### config.mk
export PLATFORM = sky130hd
export DESIGN_NAME = voice_allocator
export DESIGN_NICKNAME = d
export VERILOG_FILES = /design/src/rtl/synth_pkg.sv /design/src/rtl/voice_age_tracker.sv /design/src/rtl/voice_allocator.sv
export SDC_FILE = /design/constraint.sdc
export NUM_CORES = 1
export LEC_CHECK = 0
export CELL_PAD_IN_SITES_DETAIL_PLACEMENT = 1
export CELL_PAD_IN_SITES_GLOBAL_PLACEMENT = 1
export CORE_MARGIN = 2
export CORE_UTILIZATION = 40
export DETAILED_ROUTE_END_ITERATION = 8
export PLACE_DENSITY = 0.85
export SYNTH_ARGS = -nofsm -noshare
export SYNTH_HDL_FRONTEND = slang
export SYNTH_HIERARCHICAL = 1
export SYNTH_SLANG_ARGS = --single-unit
### constraint.sdc
create_clock -name Clk -period 3.05 [get_ports Clk]
set_input_delay 0.61 -clock Clk [delete_from_list [all_inputs] [get_ports Clk]]
set_output_delay 0.61 -clock Clk [all_outputs]
set_load 0.1 [all_outputs]
### src/rtl/synth_pkg.sv
// rtl/synth_pkg.sv - shared types and constants for the voice allocator
package synth_pkg;

    localparam int MAX_IDX_W = 8;
    localparam int NOTE_NONE = -1;

    typedef enum logic [1:0] {FREE, RELEASING, GATED} voice_cls_e;
    typedef enum logic [1:0] {IDLE, SCAN, COMMIT} alloc_state_e;

    // idx is sized for the widest supported note index; narrower builds zero-extend
    typedef struct packed {
        logic                 on;
        logic [MAX_IDX_W-1:0] idx;
    } note_evt_t;

    function automatic voice_cls_e classify(input logic gate, input logic env_idle);
        if (gate)
            return GATED;
        else if (env_idle)
            return FREE;
        else
            return RELEASING;
    endfunction

endpackage

### src/rtl/voice_age_tracker.sv
// rtl/voice_age_tracker.sv - per-voice saturating age counters
module voice_age_tracker #(
    parameter int NUM_VOICES = 4,
    parameter int AGE_W      = 8,
    parameter int VW         = $clog2(NUM_VOICES)
) (
    input  logic                             clk_i,
    input  logic                             rst_ni,
    input  logic                             assign_en_i,
    input  logic [VW-1:0]                    assign_v_i,
    output logic [NUM_VOICES-1:0][AGE_W-1:0] age_o
);

    logic [NUM_VOICES-1:0][AGE_W-1:0] age_q, age_d;

    // an assignment makes the target youngest and ages everyone else
    always_comb begin
        age_d = age_q;
        if (assign_en_i) begin
            for (int v = 0; v < NUM_VOICES; v++) begin
                if (VW'(v) == assign_v_i)
                    age_d[v] = '0;
                else if (age_q[v] != '1)
                    age_d[v] = age_q[v] + 1'b1;
            end
        end
    end

    always_ff @(posedge clk_i or negedge rst_ni) begin
        if (!rst_ni)
            age_q <= '0;
        else
            age_q <= age_d;
    end

    assign age_o = age_q;

endmodule

### src/rtl/voice_allocator.sv
// rtl/voice_allocator.sv - polyphonic voice scheduler; VOICE_STEAL_EN enables stealing the oldest gated voice
module voice_allocator
    import synth_pkg::*;
#(
    parameter int NUM_VOICES = 4,
    parameter int IDX_W      = 6,
    parameter int AGE_W      = 8
) (
    input  logic                        Clk,
    input  logic                        Reset_n,
    input  logic                        noteTrig,
    input  logic                        noteOff,
    input  logic [31:0]                 noteIdx,
    input  logic [NUM_VOICES-1:0]       envIdle,
    output logic [NUM_VOICES-1:0]       voiceGate,
    output logic [NUM_VOICES-1:0]       voiceTrig,
    output logic [NUM_VOICES*IDX_W-1:0] voiceNote,
    output logic                        busy,
    output logic [7:0]                  dropCount
);

    localparam int VW = $clog2(NUM_VOICES);

    alloc_state_e                     state_q, state_d;
    note_evt_t                        pend_q, pend_d, work_q, work_d, evt;
    logic                             pend_vld_q, pend_vld_d, evt_valid;
    logic [VW-1:0]                    scan_q, scan_d;
    logic                             m_fnd_q, m_fnd_d, f_fnd_q, f_fnd_d, r_fnd_q, r_fnd_d;
    logic [VW-1:0]                    m_v_q, m_v_d, f_v_q, f_v_d, r_v_q, r_v_d;
    logic [AGE_W-1:0]                 r_age_q, r_age_d;
`ifdef VOICE_STEAL_EN
    logic                             g_fnd_q, g_fnd_d;
    logic [VW-1:0]                    g_v_q, g_v_d;
    logic [AGE_W-1:0]                 g_age_q, g_age_d;
`endif
    logic [NUM_VOICES-1:0]            off_mask_q, off_mask_d;
    logic [NUM_VOICES-1:0]            gate_q, gate_d, trig_q, trig_d;
    logic [NUM_VOICES-1:0][IDX_W-1:0] note_q, note_d;
    logic [7:0]                       drop_q, drop_d;
    logic [8:0]                       drop_sum;
    logic [1:0]                       drops;
    logic                             start_scan, asg_en, tgt_fnd, hit;
    logic [VW-1:0]                    asg_v, tgt;
    logic [NUM_VOICES-1:0][AGE_W-1:0] ages;
    voice_cls_e                       cur_cls;
    logic [AGE_W-1:0]                 cur_age;

    voice_age_tracker #(
        .NUM_VOICES (NUM_VOICES),
        .AGE_W      (AGE_W),
        .VW         (VW)
    ) u_age (
        .clk_i       (Clk),
        .rst_ni      (Reset_n),
        .assign_en_i (asg_en),
        .assign_v_i  (asg_v),
        .age_o       (ages)
    );

    assign evt_valid = (noteTrig | noteOff) && ($signed(noteIdx) > NOTE_NONE)
                       && (noteIdx[31:IDX_W] == '0);
    assign evt.on    = noteTrig;
    assign evt.idx   = MAX_IDX_W'(noteIdx[IDX_W-1:0]);

    assign cur_cls = classify(gate_q[scan_q], envIdle[scan_q]);
    assign cur_age = ages[scan_q];
    assign hit     = (work_q.idx == MAX_IDX_W'(note_q[scan_q]));

    always_comb begin
        state_d    = state_q;
        pend_d     = pend_q;
        pend_vld_d = pend_vld_q;
        work_d     = work_q;
        scan_d     = scan_q;
        m_fnd_d    = m_fnd_q;
        m_v_d      = m_v_q;
        f_fnd_d    = f_fnd_q;
        f_v_d      = f_v_q;
        r_fnd_d    = r_fnd_q;
        r_v_d      = r_v_q;
        r_age_d    = r_age_q;
`ifdef VOICE_STEAL_EN
        g_fnd_d    = g_fnd_q;
        g_v_d      = g_v_q;
        g_age_d    = g_age_q;
`endif
        off_mask_d = off_mask_q;
        gate_d     = gate_q;
        trig_d     = '0;
        note_d     = note_q;
        drops      = 2'd0;
        start_scan = 1'b0;
        asg_en     = 1'b0;
        asg_v      = '0;
        tgt        = '0;
        tgt_fnd    = 1'b0;

        // a single pending slot absorbs events that arrive while the FSM is working
        if (evt_valid) begin
            if (state_q == IDLE && !pend_vld_q) begin
                work_d     = evt;
                start_scan = 1'b1;
            end else if (!pend_vld_q) begin
                pend_d     = evt;
                pend_vld_d = 1'b1;
            end else begin
                drops = drops + 2'd1;
            end
        end

        case (state_q)
            IDLE: begin
                if (pend_vld_q) begin
                    work_d     = pend_q;
                    pend_vld_d = 1'b0;
                    start_scan = 1'b1;
                end
            end
            SCAN: begin
                if (cur_cls != FREE && hit && !m_fnd_q) begin
                    m_fnd_d = 1'b1;
                    m_v_d   = scan_q;
                end
                if (cur_cls == FREE && !f_fnd_q) begin
                    f_fnd_d = 1'b1;
                    f_v_d   = scan_q;
                end
                if (cur_cls == RELEASING && (!r_fnd_q || cur_age > r_age_q)) begin
                    r_fnd_d = 1'b1;
                    r_v_d   = scan_q;
                    r_age_d = cur_age;
                end
`ifdef VOICE_STEAL_EN
                if (cur_cls == GATED && (!g_fnd_q || cur_age > g_age_q)) begin
                    g_fnd_d = 1'b1;
                    g_v_d   = scan_q;
                    g_age_d = cur_age;
                end
`endif
                if (cur_cls == GATED && hit)
                    off_mask_d[scan_q] = 1'b1;
                scan_d = scan_q + 1'b1;
                if (scan_q == VW'(NUM_VOICES - 1))
                    state_d = COMMIT;
            end
            COMMIT: begin
                if (work_q.on) begin
                    tgt_fnd = 1'b1;
                    if (m_fnd_q)
                        tgt = m_v_q;
                    else if (f_fnd_q)
                        tgt = f_v_q;
                    else if (r_fnd_q)
                        tgt = r_v_q;
`ifdef VOICE_STEAL_EN
                    else if (g_fnd_q)
                        tgt = g_v_q;
`endif
                    else
                        tgt_fnd = 1'b0;
                    if (tgt_fnd) begin
                        gate_d[tgt] = 1'b1;
                        trig_d[tgt] = 1'b1;
                        note_d[tgt] = work_q.idx[IDX_W-1:0];
                        asg_en      = 1'b1;
                        asg_v       = tgt;
                    end else begin
                        drops = drops + 2'd1;
                    end
                end else begin
                    gate_d = gate_q & ~off_mask_q;
                end
                if (pend_vld_q) begin
                    work_d     = pend_q;
                    pend_vld_d = 1'b0;
                    start_scan = 1'b1;
                end else begin
                    state_d = IDLE;
                end
            end
            default: state_d = IDLE;
        endcase

        if (start_scan) begin
            state_d    = SCAN;
            scan_d     = '0;
            m_fnd_d    = 1'b0;
            f_fnd_d    = 1'b0;
            r_fnd_d    = 1'b0;
            r_age_d    = '0;
`ifdef VOICE_STEAL_EN
            g_fnd_d    = 1'b0;
            g_age_d    = '0;
`endif
            off_mask_d = '0;
        end

        drop_sum = {1'b0, drop_q} + 9'(drops);
        drop_d   = drop_sum[8] ? 8'hFF : drop_sum[7:0];
    end

    always_ff @(posedge Clk or negedge Reset_n) begin
        if (!Reset_n) begin
            state_q    <= IDLE;
            pend_q     <= '0;
            pend_vld_q <= 1'b0;
            work_q     <= '0;
            scan_q     <= '0;
            m_fnd_q    <= 1'b0;
            m_v_q      <= '0;
            f_fnd_q    <= 1'b0;
            f_v_q      <= '0;
            r_fnd_q    <= 1'b0;
            r_v_q      <= '0;
            r_age_q    <= '0;
`ifdef VOICE_STEAL_EN
            g_fnd_q    <= 1'b0;
            g_v_q      <= '0;
            g_age_q    <= '0;
`endif
            off_mask_q <= '0;
            gate_q     <= '0;
            trig_q     <= '0;
            note_q     <= '0;
            drop_q     <= '0;
        end else begin
            state_q    <= state_d;
            pend_q     <= pend_d;
            pend_vld_q <= pend_vld_d;
            work_q     <= work_d;
            scan_q     <= scan_d;
            m_fnd_q    <= m_fnd_d;
            m_v_q      <= m_v_d;
            f_fnd_q    <= f_fnd_d;
            f_v_q      <= f_v_d;
            r_fnd_q    <= r_fnd_d;
            r_v_q      <= r_v_d;
            r_age_q    <= r_age_d;
`ifdef VOICE_STEAL_EN
            g_fnd_q    <= g_fnd_d;
            g_v_q      <= g_v_d;
            g_age_q    <= g_age_d;
`endif
            off_mask_q <= off_mask_d;
            gate_q     <= gate_d;
            trig_q     <= trig_d;
            note_q     <= note_d;
            drop_q     <= drop_d;
        end
    end

    assign voiceGate = gate_q;
    assign voiceTrig = trig_q;
    assign voiceNote = note_q;
    assign busy      = (state_q != IDLE) | pend_vld_q;
    assign dropCount = drop_q;

endmodule
==> impl_metrics.toml, run 1 <==
[critical_path]
r2r_end = "r_age_q[1]"
critPathKind = "primary input to flip-flop"
crit_cells = 13
slowest_stage = "clkdlybuf4s50_1"
max_stage_delay_ps = 420
start_kind = "primary input"
reg2reg_from = "scan_q[0]"
crit_arrival_ps = 3380
cp-end-kind = "flip-flop"
worstPathMaxFanout = 6
path_delay_family = "simple AND/OR/NAND/NOR gates"
r2r_cells = 9
crit_start = "noteIdx[21]"
required_ps = 3350
rrSetupSlack_ps = 100
crit_buf_inv = 3
cp_cell_sequence = "clkdlybuf4s50_1 > nor4_1 > nand3_1 > nor3_2 > buf_4 > and2_4 > ha_1 > mux2_4 > ha_4 > inv_2 > fa_2 > and3b_1 > o32a_1"

[global_routing]
grt_overflow = 0
grt_pass1_wl_um = 30300
antenna_found_initial = 0
grt_max_degree = 50
grtUsageTotal_pct = 24.14
grt_pass1_vias = 5617

[floorplan]
io_pins = 81
fp.dieW_um = 127.3
start_util_pct = 40.42
fp.dieH_um = 127.3
die_area_mm2 = 0.01620
fp-row-count = 45
design.core.area_mm2 = 0.01503

[synthesis]
syn_area_mm2 = 0.006077
yosys_warnings = 6
avgSynthCellArea_um2 = 10.97
ys_seq_elements = 114
synth_cell_types = 70
synthCells = 554
synth-edff-count = 0
async_flop_share_pct = 100.0
synth-main-ff-cell = "dfrtp_1"
syn_nets = 614
synth-seq-area-share_pct = 46.94

[sta]
setup_viol_count_final = 1
fmax_ghz = 0.3248
drv_slew = 0
hold_violations = 0
fin_skew_ps = 7.948
min_period_ps = 3079
maxSlewHeadroom_pct = 43.02
fin_crit_sh_pct = 101.0
worstMarginPinSlew_ps = 852.8
rsz0062_at_grt = "true"
fin_ws_ps = -29.29

[pwr]
clock_power_share_pct = 57.6
powerDensity_mw_per_mm2 = 488.4
p_leak_nw = 3.396
p_seq_share_pct = 39.7
pwr-share-comb_pct = 2.7
intPower_mw = 3.031
power.share.switching_pct = 20.93
switchingPower_uw = 802.5
ir_drop_mv = 0.4084

[placement]
io_buffers = 80
dp_hpwl_um = 12490
gp_congestion = 0.7903
dp.cells = 826

[route]
detail-route-antenna-nets = 0
vias_per_cell = 5.905
drt_iter0_markers = 374
drt_wl_total_um = 19000
drcViolationCount = 0
wl_per_cell_um = 22.04
via_count = 5090
dr.pass1.iters = 4

[final_layout]
multi_input_area_mm2 = 0.003094
ff_latch_area_mm2 = 0.002855
utilization_pct = 52.21
area_growth_pct = 29.15
final_cells = 862
num_antenna_cells = 0
drive_gt1_share_pct = 27.45
fin_nets = 721
fillers = 1585

[cts]
ctsHoldBuffers = 0
path_clk_slew_ps = 50
root_buffer = "clkbuf_16"
cts_tree = "done"
clockBufferDepth = 2
h-tree-depth = 4
cts-buffers-inserted = 17
clock_latency_ps = 420
cts.sink_count = 114

[flow_run]
max_cap_violations = 0

[outcome]
status = "finished, violations left"
failed_checks = "setup timing"

[worst_hold_path]
hp-class = "primary input to async pin"
==> worst register-to-register path, stage by stage (launching register included) <==
cell	delay (ps)
dfrtp_2	540
mux4_2	600
ha_1	320
nor2b_1	140
o21a_1	120
o21ai_0	90
a21oi_1	250
o211a_1	350
buf_4	240
mux2i_1	220
==> sequential cells by signal, summed over array words and instances (netlist names) <==
register,cells
m_v_q,2
f_v_q,2
voiceNote,24
r_age_q,8
work_q,9
off_mask_q,4
u_age/age_o,32
pend_vld_q,1
r_v_q,2
m_fnd_q,1
f_fnd_q,1
dropCount,8
scan_q,2
voiceTrig,4
r_fnd_q,1
pend_q,7
state_q,2
voiceGate,4
==> layout make-up <==
class | count | share of cell area [%]
well taps | 188 | 2.997
flip-flops and latches | 114 | 36.38
clock inverters | 11 | 2.232
inverters | 29 | 1.387
multi-input cells | 394 | 39.42
repair buffers | 105 | 11.46
clock buffers | 21 | 6.121
==> how the worst max path moves through the flow <==
stage          slack [ps]      endpoint
3_3_place_gp         -490  dropCount[6]
6_report              -30  dropCount[6]
4_1_cts                20  dropCount[6]
2_1_floorplan          40      r_v_q[0]
5_1_grt              -120  dropCount[6]
3_5_place_dp         -670  dropCount[4]
==> cell usage after synthesis (all sizes together) (10+ instances only) <==
cell / n / area (um2)
dfrtp: 114 / 2853
nand2: 66 / 247.7
mux2: 41 / 461.7
inv: 29 / 108.9
o21ai: 29 / 160.2
a21oi: 28 / 143.9
nand3: 21 / 117.6
ha: 19 / 237.7
mux2i: 19 / 190.2
nor2: 19 / 81.33
mux4: 13 / 300.3
nor2b: 11 / 68.82
nand4: 10 / 90.08
==> cells in the final DEF, fill, tap and decap left out, drive strengths merged, types with 3 or more instances in the layout <==
master,netlist,final
dfrtp,114,114
o21ai,29,29
or3,3,3
bufinv,0,4
nand2,66,66
nor2b,11,11
inv,29,30
a41oi,8,8
nand4,10,10
nor2,19,19
ha,19,19
nand3,21,21
and3,8,8
clkdlybuf4s50,0,38
a21o,3,3
nand2b,7,7
o211ai,4,4
o21a,8,8
clkbuf,9,21
buf,8,67
o31ai,9,9
a31o,3,3
a21oi,28,28
mux2i,19,19
mux2,41,41
nor4,8,8
nor3,9,9
clkinv,0,4
mux4,13,13
and2,8,8
xor2,8,8
==> per-layer routing <==
layer  up-vias  part of all wire (%)  GRT usage, %
li1       2237                     -             -
met1      2631                    39         28.48
met2       171                    53         41.87
met3        51                   4.5         5.444
met4         0                   3.1         11.38
met5         -                     0             0
==> through the flow <==
stage | instance area (um2) | power [mW] | hold WS, ps | setup slack (ps) | setup TNS (ps)
2_1_floorplan | 6081 | 1.558 | 314.4 | 40.45 | 0
3_3_place_gp | 7107 | 1.646 | 455.3 | -493.9 | -3654
3_5_place_dp | 7107 | 1.651 | 481.6 | -665.6 | -4990
4_1_cts | 7812 | 3.856 | 249.7 | 17.27 | 0
5_1_grt | 7849 | 3.943 | 270.7 | -122.2 | -628.4
6_report | 7849 | 3.833 | 228.7 | -29.29 | -29.29
==> power by group through the flow <==
| stage | Clock, mW | Sequential (mW) | Combinational (mW) |
|---|---|---|---|
| final | 2.21 | 1.52 | 0.104 |
| after global routing | 2.31 | 1.52 | 0.113 |
| after CTS | 2.23 | 1.52 | 0.107 |
| after detailed placement | 0 | 1.55 | 0.103 |
| after global placement | 0 | 1.55 | 0.0982 |
| after floorplan | 0 | 1.55 | 0.0102 |
==> cell families after synthesis <==
group / after synthesis / share of synthesized area [%]
buf+inv: 46 / 2.965
fa+ha+maj: 20 / 4.241
compound gates: 109 / 12.31
mux: 73 / 15.67
flops: 114 / 46.94
simple gates: 182 / 16.43
xor+xnor: 10 / 1.441
==> what timing repair did <==
action                     CTS  global route
setup endpoints to repair   10            18
setup buffers                2             2
gates resized for setup     10             5
pin swaps                    6             7
Power figures use the tool's default switching activity.
==> run 2, diff against run 1 <==
TNS_END_PERCENT = 5   (was not set)
==> impl_metrics.toml, run 2 (synthesis results as in run 1) <==
[pwr]
p_leak_nw = 3.391
power.share.switching_pct = 20.95
powerDensity_mw_per_mm2 = 488.9
pwr-share-comb_pct = 2.7
p_seq_share_pct = 39.7
intPower_mw = 3.031
switchingPower_uw = 803.4
clock_power_share_pct = 57.6
ir_drop_mv = 0.4111

[outcome]
failed_checks = "setup timing"
status = "finished, violations left"

[sta]
tns_ps = -9.538
fin_skew_ps = 9.842
fmax_ghz = 0.3268
hold_violations = 0
setup_viol_count_final = 1
fin_crit_sh_pct = 100.3
fin_ws_ps = -9.538
hold_ws_ps = 228.3
worstMarginPinSlew_ps = 845.6
drv_slew = 0
min_period_ps = 3060
maxSlewHeadroom_pct = 43.50
rsz0062_at_grt = "true"

[critical_path]
required_ps = 3360
max_stage_delay_ps = 420
critPathKind = "primary input to flip-flop"
worstPathMaxFanout = 6
start_kind = "primary input"
slowest_stage = "clkdlybuf4s50_1"
cp_cell_sequence = "clkdlybuf4s50_1 > nor4_1 > nand3_1 > nor3_2 > buf_4 > and2_4 > ha_1 > mux2_4 > ha_4 > inv_2 > fa_2 > and3b_1 > o32a_1"
crit_arrival_ps = 3370
cp-end-kind = "flip-flop"
r2r_cells = 9

[global_routing]
grt_pass1_vias = 5617
globalRouteMet1Util_pct = 28.48
grt_overflow = 0
met2_usage_pct = 41.87
grt_pass1_wl_um = 30300
grt_max_degree = 50
grtUsageMet3_pct = 5.444
antenna_found_initial = 0
grtUsageTotal_pct = 24.14
top_usage_layer = "met2"

[final_layout]
fillers = 1586
layout_commonest_cell = "dfrtp_1"
area_growth_pct = 29.03
num_antenna_cells = 0
fin_nets = 720
final_area_mm2 = 0.007841
drive_gt1_share_pct = 27.34
largest_reg_flops = 32
layout_common_cells = "dfrtp_1, nand2_1, buf_4"

[floorplan]
design.core.area_mm2 = 0.01503
fp.dieW_um = 127.3
start_util_pct = 40.42
fp.dieH_um = 127.3
die_area_mm2 = 0.01620
io_pins = 81
fp-row-count = 45

[cts]
path_clk_slew_ps = 50
cts-buffers-inserted = 17
root_buffer = "clkbuf_16"
cts.sink_count = 114
cts_tree = "done"
clock_latency_ps = 430
h-tree-depth = 4
ctsHoldBuffers = 0
clockBufferDepth = 2

[route]
vias_per_cell = 5.901
via_count = 5081
drt_wl_total_um = 19060
detail-route-antenna-nets = 0
drcViolationCount = 0
dr.pass1.iters = 5
drt_iter0_markers = 364
wl_per_cell_um = 22.14

[placement]
placed_cell_area_mm2 = 0.007107
io_buffers = 80
gp_congestion = 0.7903
dp_hpwl_um = 12490

[flow_run]
max_cap_violations = 0

[worst_hold_path]
hp-class = "primary input to async pin"
==> run 2: stage by stage <==
stage	setup slack, ps	total power, mW	util (%)	cells
6_report	-9.538	3.834	52.16	861
5_1_grt	-100.8	3.943	52.16	861
4_1_cts	17.27	3.856	51.97	860
3_5_place_dp	-665.6	1.651	47.27	826
3_3_place_gp	-493.9	1.646	47.27	826
2_1_floorplan	40.45	1.558	-	554
==> run 2: critical path: cells and delay by family <==
kind	cells	cell delay, ps
AO/OA/AOI/OAI	1	160
adder cells (fa/ha/maj)	3	670
buffers and inverters	3	610
multiplexers	1	280
AND/OR/NAND/NOR	5	1040
==> run 2: layout make-up <==
| type | instances | area, um2 | share of cell area, % |
|---|---|---|---|
| Timing Repair Buffer | 104 | 892.1 | 11.38 |
| Sequential cell | 114 | 2855 | 36.41 |
| Inverter | 29 | 108.9 | 1.388 |
| Clock inverter | 11 | 175.2 | 2.234 |
| Multi-Input combinational cell | 394 | 3094 | 39.46 |
| Tap cell | 188 | 235.2 | 3.000 |
| Clock buffer | 21 | 480.5 | 6.127 |
==> run 2: per-layer routing <==
metal	wire length [um]	share of wire, %	up-vias
met5	0	0	-
met4	586	3.1	0
met3	776	4.1	46
met2	10070	53	173
met1	7629	40	2622
li1	-	-	2240
==> run 2: final timing paths <==
kind / startpoint / endpoint / slack, ps
setup / recovery: noteIdx[21] / dropCount[6] / -10
hold / removal: Reset_n / u_age/age_o[20] / 230
setup reg to reg: scan_q[0] / r_age_q[5] / 100
hold reg to reg: pend_q[4] / work_q[4] / 500
max in group asynchronous: Reset_n / voiceNote[0] / 2000
min in group Clk: pend_q[4] / work_q[4] / 500
==> run 2: power by group through the flow <==
stage	clock (mW)	combinational, mW	sequential [mW]
floorplan	0	0.0102	1.55
global placement	0	0.0982	1.55
detailed placement	0	0.103	1.55
CTS	2.23	0.107	1.52
global route	2.31	0.113	1.52
finish	2.21	0.104	1.52
==> run 2: timing repair <==
action                                  4_1_cts  5_1_grt
endpoints found under the hold margin         0        0
pin swaps                                     6        6
endpoints found under the setup margin       10       18
buffers inserted                              2        1
resized for setup                            10        5
==> run 3, diff against run 2 <==
GPL_ROUTABILITY_DRIVEN = 0   (was not set)
==> results of run 3 <==
No change in the layout: final DEF, timing and power equal those of run 2.
==> variant (flow settings as in run 3) <==
`AGE_W` is set to 8 in 2 places; all go to 12.
--- a/src/rtl/voice_age_tracker.sv
+++ b/src/rtl/voice_age_tracker.sv
@@ -1,7 +1,7 @@
 // rtl/voice_age_tracker.sv - per-voice saturating age counters
 module voice_age_tracker #(
     parameter int NUM_VOICES = 4,
-    parameter int AGE_W      = 8,
+    parameter int AGE_W      = 12,
     parameter int VW         = $clog2(NUM_VOICES)
 ) (
     input  logic                             clk_i,
--- a/src/rtl/voice_allocator.sv
+++ b/src/rtl/voice_allocator.sv
@@ -4,7 +4,7 @@
 #(
     parameter int NUM_VOICES = 4,
     parameter int IDX_W      = 6,
-    parameter int AGE_W      = 8
+    parameter int AGE_W      = 12
 ) (
     input  logic                        Clk,
     input  logic                        Reset_n,
Function: same outputs for any inputs over 4 cycles, from zero or initial values and one cycle with Reset_n low; that may be too few to reach the edited logic, so the function may still have changed.
==> variant against run 3 <==
  * The flow finishes with violations (DRC)
  * Area after synthesis is 22% higher
  * Sequential share of layout area is 0.43 points lower
  * Setup slack better by 0.066 ns
  * Count of clock-buffer cells in the layout is 3 lower
  * Sequential cell count is 20 higher
  * Register-to-register slack better by 0.03 ns
  * Maximum frequency is 2.2% higher
  * Wire length is 27% higher
  * Design area is 19% higher
  * Critical path type unchanged
  * Critical endpoint unchanged
  * Highest routed layer unchanged
Power is not compared: it rests on default switching activity, and its combinational part moved more than twofold at a synthesized area within 25%.
==> variant: results (changes against run 3) <==
Layout cell share with drive strength beyond 1: 0.243 (was 0.273). For this design the static power due to leakage is 4.08 nW. The CTS H-tree depth is 4 (unchanged). For the part of the Yosys area used for sequential elements, the log shows 0.453 (was 0.469). Synth top area cells: dfrtp_1 (45%), mux2_2 (6.1%), mux4_2 (4.0%) (was dfrtp_1 (47%), mux2_2 (7.2%), nand2_1 (4.1%)). The slew at the pin closest to its max-slew limit is 0.941 ns (was 0.846 ns).

For the number of warnings printed during yosys synthesis, the log shows 6 (unchanged). The highest fanout seen on the critical path was 4 (was 6). Number of distinct library cells after synthesis: 71 (was 70). Most numerous cell types in the synthesized netlist: dfrtp_1 (134), nand2_1 (76), inv_1 (44), mux2_2 (40), nor2_1 (37) (was dfrtp_1 (114), nand2_1 (66), mux2_2 (39), inv_1 (29)). The tools report the global routing met1 resource utilization as 0.310 (was 0.285). The final worst clock skew was 0.0111 ns (was 0.00984 ns).

The insertion delay of the later-clocked pin in the worst-skew pair was 0.44 ns; the via count of the first global-routing pass was 6,885 (was 5,617). The total inserted antenna cells came out at 0 (unchanged). The worst-path cell with the longest stage delay was clkdlybuf4s50_1 (unchanged). The number of buffers added by the clock tree synthesis step was 17 (unchanged); the largest stage delay on the critical path was 0.41 ns. The tools report the count of vias placed by the detailed router as 6,381 (was 5,081). The type of the most critical hold path was input pin to async pin (unchanged). The largest net degree at the start of global routing was 58 (was 50); the worst supply voltage drop on vdd was 438 µV. Violated checks: DRC (was setup timing). The run finished, with violations left. The starting DRC count in detailed routing is 416 (was 364), and the detailed placement HPWL is 16.3 mm (was 12.5 mm). Net count after synthesis: 766 (was 614). The number of flip-flops under the largest register name is 48 (was 32), and the share of synthesized registers carrying an async set or reset is 1.00 (unchanged). The number of DRC violations after detailed routing is 10 (was 0). Data arrival at the endpoint of the critical path: 3.34 ns (was 3.37 ns). Cell at the root of the clock tree: clkbuf_16 (unchanged).

The number of input and output port buffers inserted was 80 (unchanged); the clock tree buffer depth was 2 (unchanged). The met3 demand-to-capacity share in global routing was 0.0554 (was 0.0544); the wire length of the first global-routing pass was 38.5 mm (was 30.3 mm). The total routing resource utilization after global routing came out at 0.251 (was 0.241).

The synthesized area per cell was 10.6 µm² (was 11.0 µm²); the clock-pin transition on the worst setup and hold timing paths was 0.07 ns (was 0.05 ns). The run gives 0.440 (was 0.419) as the met2 usage in global routing. The number of antenna violations at the first check in global routing came out at 0 (unchanged). The final-stage net count came out at 879 (was 720).

The logs give 24.2 mm (was 19.1 mm) for the aggregate routed wire length and 0.13 ns (was 0.10 ns) for the worst-case register-to-register setup slack. First-pass iteration count of the detailed router: 8 (was 5).
-- variant: cell types whose count changed after synthesis, sizes merged, moves of 6 or more --
cell and delta:
nand4 +6, dfrtp +20, nand3 +9, o211ai +7, nor2 +19, inv +16
or4 +7, o311ai +6, nor4 +7, nand2 +10
-- variant: final timing paths --
check                                      start                          end  depth (start not counted)
max                                  noteIdx[26]       dropCount[6]$_DFF_PN0_                         14
min                                      Reset_n  u_age/age_o[46]$_DFFE_PN0P_                          1
max reg2reg                  r_fnd_q$_DFFE_PN0P_  u_age/age_o[17]$_DFFE_PN0P_                          8
min reg2reg                pend_q[2]$_DFFE_PN0P_          work_q[2]$_DFF_PN0_                          2
max in group asynchronous                Reset_n       voiceTrig[0]$_DFF_PN0_                          2
min in group Clk           pend_q[2]$_DFFE_PN0P_          work_q[2]$_DFF_PN0_                          2
-- variant: through the flow --
step | setup TNS [ns] | instances | hold WS, ns | instance area, µm² | setup WS (ns)
CTS | 0 | 1056 | 0.151 | 9260 | 0.00535
finish | 0 | 1057 | 0.133 | 9330 | 0.0568
detailed placement | -4.98 | 1023 | 0.479 | 8590 | -0.696
global placement | -3.87 | 1023 | 0.469 | 8590 | -0.528
global route | -0.538 | 1057 | 0.171 | 9330 | -0.130
floorplan | 0 | 702 | 0.314 | 7430 | 0.0117
-- variant: layer usage --
| metal | vias to the layer above | wire length [µm] |
|---|---|---|
| li1 | 2842 | - |
| met4 | 0 | 608 |
| met5 | - | 0 |
| met2 | 206 | 12600 |
| met3 | 56 | 1120 |
| met1 | 3277 | 9940 |
-- variant: report_power, final --
part | internal [mW] | leakage (nW) | total, mW | switching, mW
combinational | 0.130 | 2.04 | 0.437 | 0.308
clock | 1.25 | 0.286 | 2.16 | 0.912
sequential | 1.81 | 1.75 | 1.85 | 0.0395
-- variant: what timing repair did --
item | CTS | global route
buffers inserted | 1 | 1
resized for setup | 20 | 15
setup endpoints to repair | 8 | 20
pin swaps | 11 | 10
-- variant: kinds of logic after synthesis --
logic type | count (synthesis) | share of synthesized area
adders and majority gates | 24 | 0.0415
xor gates and xnor gates | 10 | 0.0118
buffers and inverters | 68 | 0.0370
muxes | 82 | 0.150
DFF | 134 | 0.453
and+or+nand+nor | 242 | 0.175
AOI/OAI and AO/OA | 142 | 0.132
-- variant: critical path: cells and delay by family --
family | cells | cell delay [ns]
simple gates | 5 | 0.97
buf+inv | 4 | 0.71
fa+ha+maj | 3 | 0.64
mux | 1 | 0.26
compound gates | 1 | 0.15
-- variant: cell type report --
class | instances | area (µm²)
inverter | 45 | 169
clock inverter | 14 | 164
fill | 1962 | 8760
sequential | 134 | 3360
timing repair buffer | 117 | 1030
multi-input combinational | 500 | 3880
tap | 229 | 287
clock buffer | 18 | 439
